$ cat src/rtl/dac_pkg.sv
// Shared types and defaults for the DAC feed controller and its sample FIFO.
// The RAMP behaviour in dac_feed_ctrl is enabled by defining DAC_FEED_RAMP_EN.
package dac_pkg;

    typedef enum logic [1:0] {
        ST_IDLE  = 2'd0,
        ST_RUN   = 2'd1,
        ST_DRAIN = 2'd2,
        ST_RAMP  = 2'd3
    } state_e;

    localparam int DAC_BW_DEFAULT    = 14;
    localparam int DAC_DEPTH_DEFAULT = 4;
    localparam int DAC_DIV_W_DEFAULT = 16;
    localparam int DAC_STEP_DEFAULT  = 64;

endpackage

$ cat src/rtl/dac_sample_fifo.sv
// Small synchronous sample FIFO; power-of-two depth so pointers wrap for free.
// A push into a full FIFO succeeds only when a pop happens in the same cycle.
module dac_sample_fifo
    import dac_pkg::*;
#(
    parameter int BW    = DAC_BW_DEFAULT,
    parameter int DEPTH = DAC_DEPTH_DEFAULT
) (
    input  logic                 clk_i,
    input  logic                 rst_ni,
    input  logic                 push_i,
    input  logic signed [BW-1:0] data_i,
    input  logic                 pop_i,
    output logic signed [BW-1:0] data_o,
    output logic                 full_o,
    output logic                 empty_o
);

    localparam int AW = $clog2(DEPTH);
    localparam int CW = AW + 1;

    logic signed [BW-1:0] mem_q [DEPTH];
    logic signed [BW-1:0] mem_d [DEPTH];
    logic [AW-1:0]        wr_ptr_q, wr_ptr_d;
    logic [AW-1:0]        rd_ptr_q, rd_ptr_d;
    logic [CW-1:0]        cnt_q, cnt_d;
    logic                 push_ok;
    logic                 pop_ok;

    assign full_o  = (cnt_q == CW'(DEPTH));
    assign empty_o = (cnt_q == '0);
    assign data_o  = mem_q[rd_ptr_q];

    assign pop_ok  = pop_i && !empty_o;
    assign push_ok = push_i && (!full_o || pop_i);

    always_comb begin
        mem_d    = mem_q;
        wr_ptr_d = wr_ptr_q;
        rd_ptr_d = rd_ptr_q;
        cnt_d    = cnt_q;
        if (push_ok) begin
            mem_d[wr_ptr_q] = data_i;
            wr_ptr_d        = wr_ptr_q + 1'b1;
        end
        if (pop_ok) begin
            rd_ptr_d = rd_ptr_q + 1'b1;
        end
        case ({push_ok, pop_ok})
            2'b10:   cnt_d = cnt_q + 1'b1;
            2'b01:   cnt_d = cnt_q - 1'b1;
            default: cnt_d = cnt_q;
        endcase
    end

    always_ff @(posedge clk_i or negedge rst_ni) begin
        if (!rst_ni) begin
            for (int i = 0; i < DEPTH; i++) begin
                mem_q[i] <= '0;
            end
            wr_ptr_q <= '0;
            rd_ptr_q <= '0;
            cnt_q    <= '0;
        end else begin
            mem_q    <= mem_d;
            wr_ptr_q <= wr_ptr_d;
            rd_ptr_q <= rd_ptr_d;
            cnt_q    <= cnt_d;
        end
    end

endmodule

$ cat src/rtl/dac_feed_ctrl.sv
// Paces FIFO samples onto a registered DAC word at a programmable period and winds down on disable.
// Define DAC_FEED_RAMP_EN to ramp dac_o to zero by STEP per tick after draining; otherwise it snaps to 0.
module dac_feed_ctrl
    import dac_pkg::*;
#(
    parameter int BW    = DAC_BW_DEFAULT,
    parameter int DEPTH = DAC_DEPTH_DEFAULT,
    parameter int DIV_W = DAC_DIV_W_DEFAULT,
    parameter int STEP  = DAC_STEP_DEFAULT
) (
    input  logic                 clk_i,
    input  logic                 rst_ni,
    input  logic                 en_i,
    input  logic [DIV_W-1:0]     div_i,
    input  logic                 s_valid_i,
    input  logic signed [BW-1:0] s_data_i,
    output logic                 s_ready_o,
    input  logic                 clr_i,
    output logic signed [BW-1:0] dac_o,
    output logic                 tick_o,
    output logic                 underrun_o,
    output logic                 busy_o,
    output state_e               state_o
);

    state_e               state_q, state_d;
    logic [DIV_W-1:0]     cnt_q, cnt_d;
    logic signed [BW-1:0] dac_q, dac_d;
    logic                 tick_q, tick_d;
    logic                 und_q, und_d;
    logic                 und_new;
    logic                 busy;
    logic                 tick;
    logic                 fifo_push;
    logic                 fifo_pop;
    logic                 fifo_full;
    logic                 fifo_empty;
    logic signed [BW-1:0] fifo_data;

`ifdef DAC_FEED_RAMP_EN
    localparam logic signed [BW-1:0] STEP_S = BW'(STEP);

    // Moves one STEP toward zero; anything within one STEP lands exactly on 0.
    function automatic logic signed [BW-1:0] ramp_step(input logic signed [BW-1:0] v);
        if (v > STEP_S) begin
            return v - STEP_S;
        end else if (v < -STEP_S) begin
            return v + STEP_S;
        end else begin
            return '0;
        end
    endfunction
`endif

    // Upstream handshake: a sample transfers on a clk_i edge where s_valid_i and
    // s_ready_o are both high; s_ready_o is simply "FIFO not full" in every state.
    assign s_ready_o = !fifo_full;
    assign fifo_push = s_valid_i && s_ready_o;

    assign busy = (state_q != ST_IDLE);
    assign tick = busy && (cnt_q == '0);

    dac_sample_fifo #(
        .BW    (BW),
        .DEPTH (DEPTH)
    ) u_fifo (
        .clk_i   (clk_i),
        .rst_ni  (rst_ni),
        .push_i  (fifo_push),
        .data_i  (s_data_i),
        .pop_i   (fifo_pop),
        .data_o  (fifo_data),
        .full_o  (fifo_full),
        .empty_o (fifo_empty)
    );

    // Period divider: free-runs while busy, reloads on IDLE->RUN and after each tick.
    always_comb begin
        cnt_d = cnt_q;
        if (!busy) begin
            if (en_i) begin
                cnt_d = div_i;
            end
        end else if (tick) begin
            cnt_d = div_i;
        end else begin
            cnt_d = cnt_q - 1'b1;
        end
    end

    always_comb begin
        state_d  = state_q;
        dac_d    = dac_q;
        tick_d   = tick;
        und_new  = 1'b0;
        fifo_pop = 1'b0;
        case (state_q)
            ST_IDLE: begin
                if (en_i) begin
                    state_d = ST_RUN;
                end
            end
            ST_RUN: begin
                if (tick) begin
                    if (!fifo_empty) begin
                        fifo_pop = 1'b1;
                        dac_d    = fifo_data;
                    end else begin
                        und_new = 1'b1;
                    end
                end
                if (!en_i) begin
                    state_d = ST_DRAIN;
                end
            end
            ST_DRAIN: begin
                if (tick && !fifo_empty) begin
                    fifo_pop = 1'b1;
                    dac_d    = fifo_data;
                end
                if (en_i) begin
                    state_d = ST_RUN;
                end else if (tick && fifo_empty) begin
`ifdef DAC_FEED_RAMP_EN
                    state_d = ST_RAMP;
`else
                    state_d = ST_IDLE;
                    dac_d   = '0;
`endif
                end
            end
            ST_RAMP: begin
`ifdef DAC_FEED_RAMP_EN
                if (en_i) begin
                    state_d = ST_RUN;
                end else if (dac_q == '0) begin
                    state_d = ST_IDLE;
                end else if (tick) begin
                    dac_d = ramp_step(dac_q);
                end
`else
                state_d = ST_IDLE;
`endif
            end
            default: state_d = ST_IDLE;
        endcase
        // A fresh underrun wins over a simultaneous clear.
        und_d = (und_q && !clr_i) || und_new;
    end

    always_ff @(posedge clk_i or negedge rst_ni) begin
        if (!rst_ni) begin
            state_q <= ST_IDLE;
            cnt_q   <= '0;
            dac_q   <= '0;
            tick_q  <= 1'b0;
            und_q   <= 1'b0;
        end else begin
            state_q <= state_d;
            cnt_q   <= cnt_d;
            dac_q   <= dac_d;
            tick_q  <= tick_d;
            und_q   <= und_d;
        end
    end

    assign dac_o      = dac_q;
    assign tick_o     = tick_q;
    assign underrun_o = und_q;
    assign busy_o     = busy;
    assign state_o    = state_q;

endmodule

$ cat config.mk
export PLATFORM = sky130hd
export DESIGN_NAME = dac_feed_ctrl
export DESIGN_NICKNAME = d
export VERILOG_FILES = /design/src/rtl/dac_pkg.sv /design/src/rtl/dac_sample_fifo.sv /design/src/rtl/dac_feed_ctrl.sv
export SDC_FILE = /design/constraint.sdc
export NUM_CORES = 1
export LEC_CHECK = 0
export BUFFER_PORTS_ARGS = -buffer_cell sky130_fd_sc_hd__buf_4
export CAP_MARGIN = 25
export CORE_MARGIN = 5
export CORE_UTILIZATION = 50
export DETAILED_ROUTE_END_ITERATION = 10
export PLACE_DENSITY_LB_ADDON = 0.2
export SLEW_MARGIN = 20
export SYNTH_ARGS = -nofsm -noshare
export SYNTH_HDL_FRONTEND = slang
export SYNTH_SLANG_ARGS = --single-unit
export TNS_END_PERCENT = 1
$ cat constraint.sdc
create_clock -name clk_i -period 4.1 [get_ports clk_i]
set_clock_uncertainty 0.2 [all_clocks]
set_input_delay 0.41 -clock clk_i [delete_from_list [all_inputs] [get_ports clk_i]]
set_output_delay 0.41 -clock clk_i [all_outputs]
set_load 0.1 [all_outputs]
# Yosys cells after proc, flatten, opt, wreduce, memory -nomap -nowiden
# Index checks and enable logic that the tools add are counted.
# W data, S select, Z words.
dict set report word_totals {
  reg_bits 97
  inputBits 35
  out_inout_bits 20
  wordCells 83
}
dict set report classes {
  n_addsub 5
  order_cmp 3
  eq_ne 11
  muxes 28
  n_bitwise 2
  reduce_logical 22
}
# operator n
set ops {}
lappend ops {{$mux W14} 8}
lappend ops {{$bwmux W56} 1}
lappend ops {{$mux W16} 3}
lappend ops {{$bmux W14 S2} 1}
lappend ops {{$demux W14 S2} 1}
lappend ops {{$pmux W14 S2} 1}
lappend ops {{$logic_not A16 Y1} 1}
lappend ops {{$sub A16 B1 Y16 const B} 1}
lappend ops {{$logic_and A1 B1 Y1} 8}
lappend ops {{$mux W2} 4}
lappend ops {{$ne A2 B2 Y1 const B} 4}
lappend ops {{$pmux W2 S4} 1}
lappend ops {{$reduce_bool A2 Y1} 4}
lappend ops {{$eq A2 B2 Y1 const B} 3}
lappend ops {{$ge A3 B3 Y1 const B} 2}
lappend ops {{$mux W1} 6}
lappend ops {{$not A2 Y3} 2}
lappend ops {{$pmux W3 S2} 1}
lappend ops {{$reduce_and A3 Y1} 2}
lappend ops {{$add A2 B1 Y2 const B} 2}
lappend ops {{$eq A2 B1 Y1 const B} 2}
lappend ops {{$add A3 B1 Y3 const B} 1}
lappend ops {{$eq A3 B3 Y1 const B} 1}
lappend ops {{$logic_not A1 Y1} 3}
lappend ops {{7 further kinds} 8}

# Depth between registers and ports, before layout
dict set report depth {
  word_depth 9
  ltp_mapped 12
  ltp_nobuf 12
}

# Hierarchy
# Synthesis repeated with hierarchy kept, for this count alone.
dict set report unflattened {
  cells_unflattened 382
  hier_area_um2 4673.2
}
# module instances cells_per_inst area_each_um2 seq_area_each_um2
set modules_own_cells {}
lappend modules_own_cells {dac_sample_fifo 1 174 2846.5 1576.5}
lappend modules_own_cells {dac_feed_ctrl 1 208 1826.8 850.8}

# Worst setup path before layout
# Ideal clock, no wire load.
dict set report synth_timing {
  kind {flip-flop to flip-flop}
  from {reg state_q[1] (netlist: state_o[1])}
  to {reg u_fifo.cnt_q[2]}
  setup_time_ns 0.079
  arrival_time_ns 3.361
  required_time_ns 3.821
  setup_slack_ns 0.460
  stages_incl_launch_ff 13
  path_buffers 0
  synth_period_minus_slack_ns 3.640
  cell_sequence {dfrtp_1 -> inv_1 -> ha_1 -> nor4_1 -> nor3b_2 -> nor4b_4 -> and2_1 -> ha_1 -> inv_1 -> fa_1 -> xor2_1 -> nor2_1 -> xor2_1}
}
dict set report synth_between {
  word_cells_on_any_way 15
  classes_between {eq/ne (4); mux (4); reduce/logical (7)}
}
# element line
set synth_lines {}
lappend synth_lines {{start, declared} dac_feed_ctrl.sv:26} ;# state_e state_q, state_d;
lappend synth_lines {{start signal, assigned} dac_feed_ctrl.sv:159} ;# state_q <= state_d;
lappend synth_lines {{$reduce_bool A2 Y1} dac_feed_ctrl.sv:60} ;# assign busy = (state_q != ST_IDLE);
lappend synth_lines {{$logic_and A1 B1 Y1} dac_feed_ctrl.sv:61} ;# assign tick = busy && (cnt_q == '0);
lappend synth_lines {{$logic_and A1 B1 Y1} dac_feed_ctrl.sv:117} ;# if (tick && !fifo_empty) begin
lappend synth_lines {{$mux W1} dac_feed_ctrl.sv:117}
lappend synth_lines {{$pmux W1 S2 *} dac_feed_ctrl.sv:97} ;# case (state_q)
lappend synth_lines {{$logic_and A1 B1 Y1 *} dac_sample_fifo.sv:34} ;# assign pop_ok = pop_i && !empty_o;
lappend synth_lines {{net u_fifo.pop_ok} dac_sample_fifo.sv:28} ;# logic pop_ok;
lappend synth_lines {{$eq A2 B1 Y1 / $eq A2 B2 Y1 (equally long branches)} dac_sample_fifo.sv:49} ;# case ({push_ok, pop_ok})
lappend synth_lines {{$pmux W3 S2 / $reduce_bool A2 Y1 (equally long branches)} --}
lappend synth_lines {{end signal, assigned} dac_sample_fifo.sv:68} ;# cnt_q <= cnt_d;
lappend synth_lines {{end, declared} dac_sample_fifo.sv:26} ;# logic [CW-1:0] cnt_q, cnt_d;
# Mark *: on every way through the listed nets, which the timed path passes. The rest lies on a longest branch.
# A chain may end at the register's enable or synchronous reset.

# Worst setup path in the final report
# Same ends and word-level chain as after synthesis.

==> impl_results.md <==
* Run status: completed
* # IOs at 55
* Row Count at 35
* RSZ-0062 raised after global routing: false
* Period utilization at 0.8218
* Buf/Inv on CP at 2
* Antenna diodes at 0
* Ys flop type: dfrtp_1
* H-tree depth at 3
* Number of nets in the layout at approximately 460
* Hold WC Path Type: input pin to flop
* Post-synth top area cell: dfrtp_1
* Fin cells at 528
* Top cells by area, synth: dfrtp_1, mux2_2, mux4_2
* Die ar. at 11,390 um^2
* Synth Cell Area at 4678 um^2
* Antenna violations before repair at 0
* Per-cell routed wire length at 18.82 um
* Commonest cells in the netlist: dfrtp_1, mux2_2, nand2_1
* Setup TNS Final at 0 ps
* Max_cap viols at 0
* Number of synthesized flops with an enable pin at 0
* Mapped Nets at 408
* Max incr delay on CP at 430 ps
* Worst-Margin Slew at ~830 ps
* Share of cells above drive strength 1 at 0.3693
* Fin. Hold Viols at 0
* Total Power at 3.637 mW
* Register area at ~2400 um^2
* Maximum clock frequency at ~300 MHz
* Yosys warning count at 0
* Cell count after synthesis at 362
* Placed Area at just over 5000 um^2
* Final Setup Violations at 0
* Gp weighted congestion at 0.8570
* Die W at 106.7 um
* Critical Path AT at roughly 3500 ps
* Seq/Total Area, Yosys at 0.5189
* Area growth, synth to finish at 14.60%
* Area share of the largest cell type after synthesis at 0.5189
* CP Depth at 12
* Vias at 3,147
* Area occupied by multi-input gates at 2090 um^2
* Port Buffers at 54
* Maximum buffer depth of the clock tree at 2
* CP top delay family: simple AND/OR/NAND/NOR gates
* R2R depth at 12
* Root buf cell: clkbuf_8
* CTS tree: built
* Worst setup SP type: flop
* Slew margin rel. at 0.4452
* Via/cell ratio at 5.960
* DR DRC count at 0
* Pwr Density at around 680 nW/um^2
* Cts repair resizes at 0
* Post-Syn Area per Cell at 12.92 um^2
* Total wire length at 9936 um
* Synth unique cells at 56
* Min-Delay Path Depth at 2
* Initial Util at 0.5087
* GRT Total Usage at 0.1859
* Fin. max-slew vios at 0
* Number of global-route vias before repair at 3,361
* Final instance area at approximately 5400 um^2
* # clock sinks at 97
* Shortest period the worst path allows at between 3000 and 4000 ps
* Hpwl dp at 6726 um
* Async S/R FF share, synth at 1.000
* Worst-path cell chain: inv_1 -> ha_1 -> nor4_1 -> nor3b_2 -> nor4b_4 -> and2_1 -> ha_1 -> inv_1 -> fa_1 -> xor2_1 -> nor2_1 -> xor2_1
* Total CTS buffers at 9
* CP required at 4180 ps
* Fill cells at roughly 760
* Post-synthesis register bit count at 97
* Core area at 9196 um^2
* Final ANT Viol Nets at 0
* Crit path kind: flop to flop
* Dominant cell by count in the synthesized netlist: dfrtp_1
* LEAKAGE at around 2.3 nW
* Worst-skew pair later-pin latency at 350 ps
* First-pass GRT wire length at 16,930 um
* CP Max Fanout at 12
* Maximum vdd drop at 0.2805 mV
* CP Capture Type: flop
* Reg clk slew, reported paths at 90 ps
* Largest net degree at the start of global routing at 86
* Max stage delay cell, worst path: nor4_1
* Initial drt markers at 130
* Placed insts at between 500 and 600
* Global route overflow at 0
* DR pass1 iterations at 4
* Die Y at 106.7 um
-- worst register-to-register path, cell delays in order (launching register included) --
cell     delay [ps]
dfrtp_1         410
inv_1            90
ha_1            340
nor4_1          430
nor3b_2         350
nor4b_4         260
and2_1          200
ha_1            190
inv_1            60
fa_1            370
xor2_1          150
nor2_1          110
xor2_1          140
-- path summary, 6_finish.rpt --
kind	start	slack (ps)	endpoint
setup / recovery	state_o[1]$_DFFE_PN0P_	730	u_fifo.cnt_q[2]$_DFFE_PN0P_
hold / removal	clr_i	30	underrun_o$_DFF_PN0_
setup reg to reg	state_o[1]$_DFFE_PN0P_	730	u_fifo.cnt_q[2]$_DFFE_PN0P_
hold reg to reg	u_fifo.cnt_q[2]$_DFFE_PN0P_	300	u_fifo.cnt_q[2]$_DFFE_PN0P_
max in group asynchronous	rst_ni	2560	cnt_q[10]$_DFFE_PN0P_
min in group asynchronous	rst_ni	470	dac_o[1]$_DFFE_PN0P_
-- where the power goes --
part	internal, mW	switching (mW)	total (mW)
registers	1.35	0.281	1.64
logic	0.661	0.704	1.37
clock network	0.301	0.335	0.636
-- flip-flops by register name, indices dropped and copies added (netlist names) --
register	count
cnt_q	16
dac_o	14
state_o	2
tick_o	1
u_fifo.cnt_q	3
u_fifo.mem_q	56
u_fifo.rd_ptr_q	2
u_fifo.wr_ptr_q	2
underrun_o	1
-- through the flow --
| step | worst slack, ps | util | hold slack [ps] |
|---|---|---|---|
| 2_1_floorplan | 460.2 | - | -85.59 |
| 3_3_place_gp | 985.2 | 0.5593 | 279.1 |
| 3_5_place_dp | 799.6 | 0.5593 | 290.1 |
| 4_1_cts | 755.1 | 0.5814 | 11.59 |
| 5_1_grt | 432.4 | 0.5830 | 25.79 |
| 6_report | 730.4 | 0.5830 | 29.82 |
-- layout make-up --
type	instances	area share
repair buffers	58	0.08238
clock inverters	6	0.01214
clock buffers	10	0.02567
multi-input cells	230	0.3897
inverters	16	0.01120
flip-flops and latches	97	0.4530
well taps	111	0.02590
-- layer usage --
layer,track usage,wire [um]
met2,0.3076,4826
met4,0.05662,87
met5,0,0
met3,0.03191,425
met1,0.2520,4597
-- cells by family after synthesis --
logic type,share of synthesized area
muxes,0.2089
and+or+nand+nor,0.1048
xor gates and xnor gates,0.01124
DFF,0.5189
AOI/OAI and AO/OA,0.09067
adders and majority gates,0.03102
buffers and inverters,0.03450
-- cell usage in the layout (no fill, tap or decap), types with 11 or more instances in the layout --
master,n
mux4_2,14
dfrtp_1,96
buf_4,56
nand2_1,17
a22o_1,14
inv_1,16
nand3_1,13
nor3_1,11
nor2_1,12
mux2_2,57
-- timing repair --
item                                    4_1_cts  5_1_grt
buffers inserted                              0        0
hold endpoints to repair                      0       84
endpoints found under the setup margin        0        0
hold buffers                                  0        1
(Power assumes the default switching activity.)
